File: src/rtl/fetch_redirect_ctrl_pkg.sv
// fetch_redirect_ctrl_pkg: shared fetch-state encoding and fetch constants.
package fetch_redirect_ctrl_pkg;
  typedef enum logic [1:0] {BOOT, RUN, WAIT_REDIR} fetch_state_t;
  localparam int INSTR_BYTES = 4;
  localparam logic [31:0] RESET_PC_DEFAULT = 32'h0000_0000;
endpackage

File: src/rtl/fetch_redirect_ctrl_sat_counter.sv
// sat_counter: saturating up-counter with asynchronous active-low clear.
module sat_counter #(
  parameter int W = 16
) (
  input  logic         clk,
  input  logic         rst_n,
  input  logic         inc,
  output logic [W-1:0] count
);
  always_ff @(posedge clk or negedge rst_n)
    if (!rst_n) count <= '0;
    else if (inc && !(&count)) count <= count + W'(1);
endmodule

File: src/rtl/fetch_redirect_ctrl.sv
// fetch_redirect_ctrl: PC register, fetch handshake and branch-redirect flush control.
module fetch_redirect_ctrl
  import fetch_redirect_ctrl_pkg::*;
#(
  parameter int              XLEN     = 32,
  parameter logic [XLEN-1:0] RESET_PC = XLEN'(RESET_PC_DEFAULT),
  parameter int              CNT_W    = 16
) (
  input  logic             clk,
  input  logic             rst_n,
  input  logic             pc_src,
  input  logic [XLEN-1:0]  branch_target,
  input  logic             stall,
  input  logic             imem_ready,
  output logic             imem_req,
  output logic [XLEN-1:0]  imem_addr,
  output logic [XLEN-1:0]  pc_if,
  output logic             if_valid,
  output logic             flush_if_id,
  output logic             flush_id_ex,
  output logic             misaligned,
  output logic [CNT_W-1:0] redirect_count
);
  fetch_state_t    state;
  logic [XLEN-1:0] pc, pending, target;
  logic            accept, waiting;
  assign target      = {branch_target[XLEN-1:2], 2'b00};
  assign waiting     = state == WAIT_REDIR;
  assign imem_req    = state != BOOT;
  assign accept      = imem_req & pc_src;
  assign imem_addr   = pc;
  assign pc_if       = pc;
  assign if_valid    = state == RUN & ~pc_src & ~stall & imem_ready;
  assign flush_if_id = accept | waiting;
  assign flush_id_ex = accept;
  // pc only moves on a completed fetch, keeping imem_addr stable across wait states
  always_ff @(posedge clk or negedge rst_n)
    if (!rst_n) begin
      state      <= BOOT;
      pc         <= RESET_PC;
      pending    <= '0;
      misaligned <= 1'b0;
    end else begin
      misaligned <= accept & |branch_target[1:0];
      if (state == BOOT) state <= RUN;
      else if (state == RUN) begin
        if (pc_src & imem_ready) pc <= target;
        else if (pc_src) begin
          pending <= target;
          state   <= WAIT_REDIR;
        end else if (~stall & imem_ready) pc <= pc + XLEN'(INSTR_BYTES);
      end else begin
        if (pc_src) pending <= target;
        if (imem_ready) begin
          pc    <= pc_src ? target : pending;
          state <= RUN;
        end
      end
    end
  sat_counter #(.W(CNT_W)) u_cnt (.clk(clk), .rst_n(rst_n), .inc(accept), .count(redirect_count));
endmodule

File: config.mk
export PLATFORM = sky130hd
export DESIGN_NAME = fetch_redirect_ctrl
export DESIGN_NICKNAME = d
export VERILOG_FILES = /design/src/rtl/fetch_redirect_ctrl_pkg.sv /design/src/rtl/fetch_redirect_ctrl_sat_counter.sv /design/src/rtl/fetch_redirect_ctrl.sv
export SDC_FILE = /design/constraint.sdc
export NUM_CORES = 1
export LEC_CHECK = 0
export CAP_MARGIN = 20
export CORE_UTILIZATION = 48
export DETAILED_ROUTE_END_ITERATION = 10
export GPL_TIMING_DRIVEN = 0
export PLACE_DENSITY = 0.85
export SYNTH_ARGS = -nofsm -noshare
export SYNTH_HDL_FRONTEND = slang
export SYNTH_SLANG_ARGS = --single-unit
File: constraint.sdc
create_clock -name clk -period 3.3 [get_ports clk]
set_clock_uncertainty 0.05 [all_clocks]
set_input_delay 0.66 -clock clk [delete_from_list [all_inputs] [get_ports clk]]
set_output_delay 0.66 -clock clk [all_outputs]
set_load 0.02 [all_outputs]
==> summary.txt <==
Outcome
  – Outcome: finished, final reports clean

Final layout
  – Fill count: 723
  – Antenna Diode Count: 0
  – Final instance area: 6160 µm²
  – Layout area overhead: 34.1%
  – Fin nets: 643
  – Layout cells sized above 1: 15.7%
  – Finished Layout Cells: 736

Drt
  – Routed WL: 13000 µm
  – WL per Instance: 17.7 µm
  – DRC: 0
  – Via count: 4412
  – Initial DRC count: 483
  – Detail Route Antenna Nets: 0
  – Vias/cell: 5.99
  – TritonRoute pass-1 iters: 7

Power
  – Peak supply drop: 0.390 mV
  – Pleak: 2.51 nW
  – Pwr dens: 618 nW/µm²
  – Net Sw Frac: 37.0%
  – Sequential fraction of design power: 40.2%
  – Combinational share of power: 40.8%
  – Net Switching: 1.41 mW
  – Total power: 3.81 mW
  – Power Internal: 2.40 mW
  – Clock power frac: 19.0%

Floorplan
  – Die height: 99.8 µm
  – # IOs: 122
  – Core area: 9240 µm²
  – FP Rows: 35
  – Width of the die: 99.8 µm
  – Starting Density: 49.7%
  – Die area: 9970 µm²

Placement
  – Dpl cells: 723
  – PortBufs: 120
  – Routability congestion estimate from global placement: 0.933
  – Detailed placement HPWL: 9480 µm
  – Placed instance area: 5980 µm²

Worst setup path
  – Largest stage delay on the critical path: 0.78 ns
  – R2r startpoint: imem_addr[2]
  – Crit path capture type: primary output
  – Startpoint Class: input pin
  – Setup crit end: if_valid
  – Worst Setup Path Type: in2out
  – Required @ worst endpoint: 2.59 ns
  – Setup slack, reg-to-reg: 0.84 ns
  – Worst-case reg-to-reg path depth: 7
  – Peak fanout along the critical path: 14
  – Worst setup startpoint: imem_ready
  – Crit path arrival time: 2.45 ns
  – Crit-path slowest cell: clkdlybuf4s50_1
  – Reg-to-Reg End: imem_addr[24]
  – CP cell instances: clkdlybuf4s50_1 > nand3_1 > inv_1 > clkdlybuf4s50_1
  – Worst path most repeated cell: clkdlybuf4s50_1

STA
  – Worst-Margin Slew: 0.692 ns
  – RSZ-0062 raised after global routing: false
  – Hold Slack: 0.0956 ns
  – Final setup fails: 0
  – Fin crit share: 95.7%
  – Slew Limit Fails: 0
  – Slew headroom: 53.9%
  – Final Critical Period: 3.16 ns
  – Fin. Hold Viols: 0
  – Max Freq: 0.317 GHz

Clock tree
  – CTS Buf Count: 9
  – Clock Tree Root: clkbuf_8
  – Clock Latency Late Sink: 0.36 ns
  – Worst-path clk slew: 0.08 ns
  – Deepest clock path buffer count: 2
  – Clock sinks: 83
  – # resized after CTS: 0
  – H-Tree Depth: 3
  – Setup bufs post-CTS: 0
  – Hold buffers post-CTS: 0
  – CTS tree: built

Global routing
  – Vias in the first global route: 4200
  – Pin count of the biggest net entering global routing: 70
  – GRT Overall Usage: 26.8%
  – Grt ovf: 0
  – Initial antenna violation count: 0
  – First-pass GRT wire length: 20800 µm

Synth
  – FF+latch count, synth: 83
  – Synth cell types: 57
  – Top_reg_cell synth: dfrtp_1
  – Fraction of registers with async set/reset: 100%
  – Register area share after synthesis: 45.2%
  – Mapped cell area: 4590 µm²
  – Synth Instances: 473
  – Synth Warn #: 0
  – Syn Nets: 512
  – Syn Area/Cell: 9.71 µm²
  – Post-synth EDFFs: 0

Worst hold path
  – Min-delay worst type: in2async

Flow run
  – Max Cap Viol: 0
-- Yosys cell counts, types with 9 or more instances --
library cell	count	area [µm²]
dfrtp_1	83	2080
nand2_1	34	128
nor2_1	33	124
buf_4	32	240
mux2_2	32	360
o21ai_0	29	145
a21oi_1	16	80.1
clkbuf_1	16	60.1
nand3_1	15	75.1
nand4_1	13	81.3
nor3_1	13	65.1
inv_1	12	45.0
nor4_1	12	75.1
a221oi_1	11	96.3
o22ai_1	10	62.6
a222oi_1	9	90.1
and3_1	9	56.3
o2bb2ai_1	9	78.8
-- worst min-delay path by stage --
stage | slack [ns] | startpoint | endpoint
floorplan | 0.31 | rst_n | imem_addr[0]
global placement | 0.42 | pending[1] | pending[1]
detailed placement | 0.42 | pending[1] | pending[1]
CTS | 0.09 | rst_n | pending[25]
global route | 0.1 | rst_n | pending[25]
finish | 0.1 | rst_n | pending[25]
-- cells by family (layout without fill, tap and decap cells) --
logic type	after synthesis	count (layout)	share of synthesized area, %
AND/OR/NAND/NOR	156	156	17.5
AO/OA/AOI/OAI	116	116	17.5
flip-flops	83	83	45.2
buffers and inverters	72	206	9.10
multiplexers	32	32	7.84
XOR/XNOR	12	12	2.29
adder cells (fa/ha/maj)	2	2	0.545
-- cell usage in the layout, fill, tap and decap left out, drive strengths merged, types with 2 or more instances in the layout --
cell	netlist	layout
nand2	35	35
o2bb2ai	9	9
a221oi	11	11
nor2b	2	2
or2	3	3
mux2	32	32
nand4	13	13
and3	11	11
a211o	2	2
or4	5	5
buf	43	45
a31oi	4	4
a222oi	9	9
or3	4	4
o22ai	10	10
a21o	3	3
dfrtp	83	83
a22o	3	3
nor2	33	33
xor2	4	4
xnor2	8	8
inv	12	12
ha	2	2
a2111oi	2	2
nand2b	3	3
clkinv	0	2
nand3	16	16
a211oi	2	2
clkbuf	17	27
nor3	13	13
a22oi	4	4
a21oi	16	16
nor4	12	12
and2	2	2
o21ai	31	31
clkdlybuf4s50	0	119
a32oi	2	2
-- cell type report --
| type | instances | area [µm²] | area share [%] |
|---|---|---|---|
| tap | 129 | 161 | 2.62 |
| buffer | 59 | 369 | 5.99 |
| clock buffer | 11 | 141 | 2.30 |
| multi-input combinational | 318 | 2100 | 34.1 |
| timing repair buffer | 121 | 1230 | 19.9 |
| inverter | 12 | 45.0 | 0.731 |
| sequential | 83 | 2080 | 33.7 |
| clock inverter | 3 | 40.0 | 0.650 |
-- per-stage QoR --
step	setup TNS (ns)	setup WS (ns)	util [%]
global route	0	0.0916	66.7
detailed placement	0	0.0255	64.7
global placement	-111.38	-1.35	64.5
CTS	0	0.0198	66.7
finish	0	0.142	66.7
floorplan	0	1.17	-
-- layer usage --
layer  global-route usage (%)  routed length, µm  part of all wire (%)  vias to the layer above
met5                        0                  0                     0                        -
met4                     11.4                274                   2.1                        0
met3                     5.92               1280                   9.9                       32
met2                     45.3               6350                    49                      245
met1                     33.2               5120                    39                     2140
li1                         -                  -                     -                     1995
-- state kept, by name, indices dropped and copies added (netlist names) --
register / cells
state: 2
imem_addr: 32
misaligned: 1
u_cnt.count: 16
pending: 32
-- power groups by stage --
stage	Sequential [mW]	Combinational (mW)	Clock, mW
floorplan	1.64	0.711	0
global placement	1.52	1.51	0
detailed placement	1.54	1.55	0
CTS	1.52	1.56	0.727
global route	1.56	1.65	0.775
finish	1.53	1.55	0.723
-- critical path, delay by kind of cell --
family,cells,cell delay [ns]
buffers and inverters,3,1.50
and+or+nand+nor,1,0.29
Power figures use the tool's default switching activity.
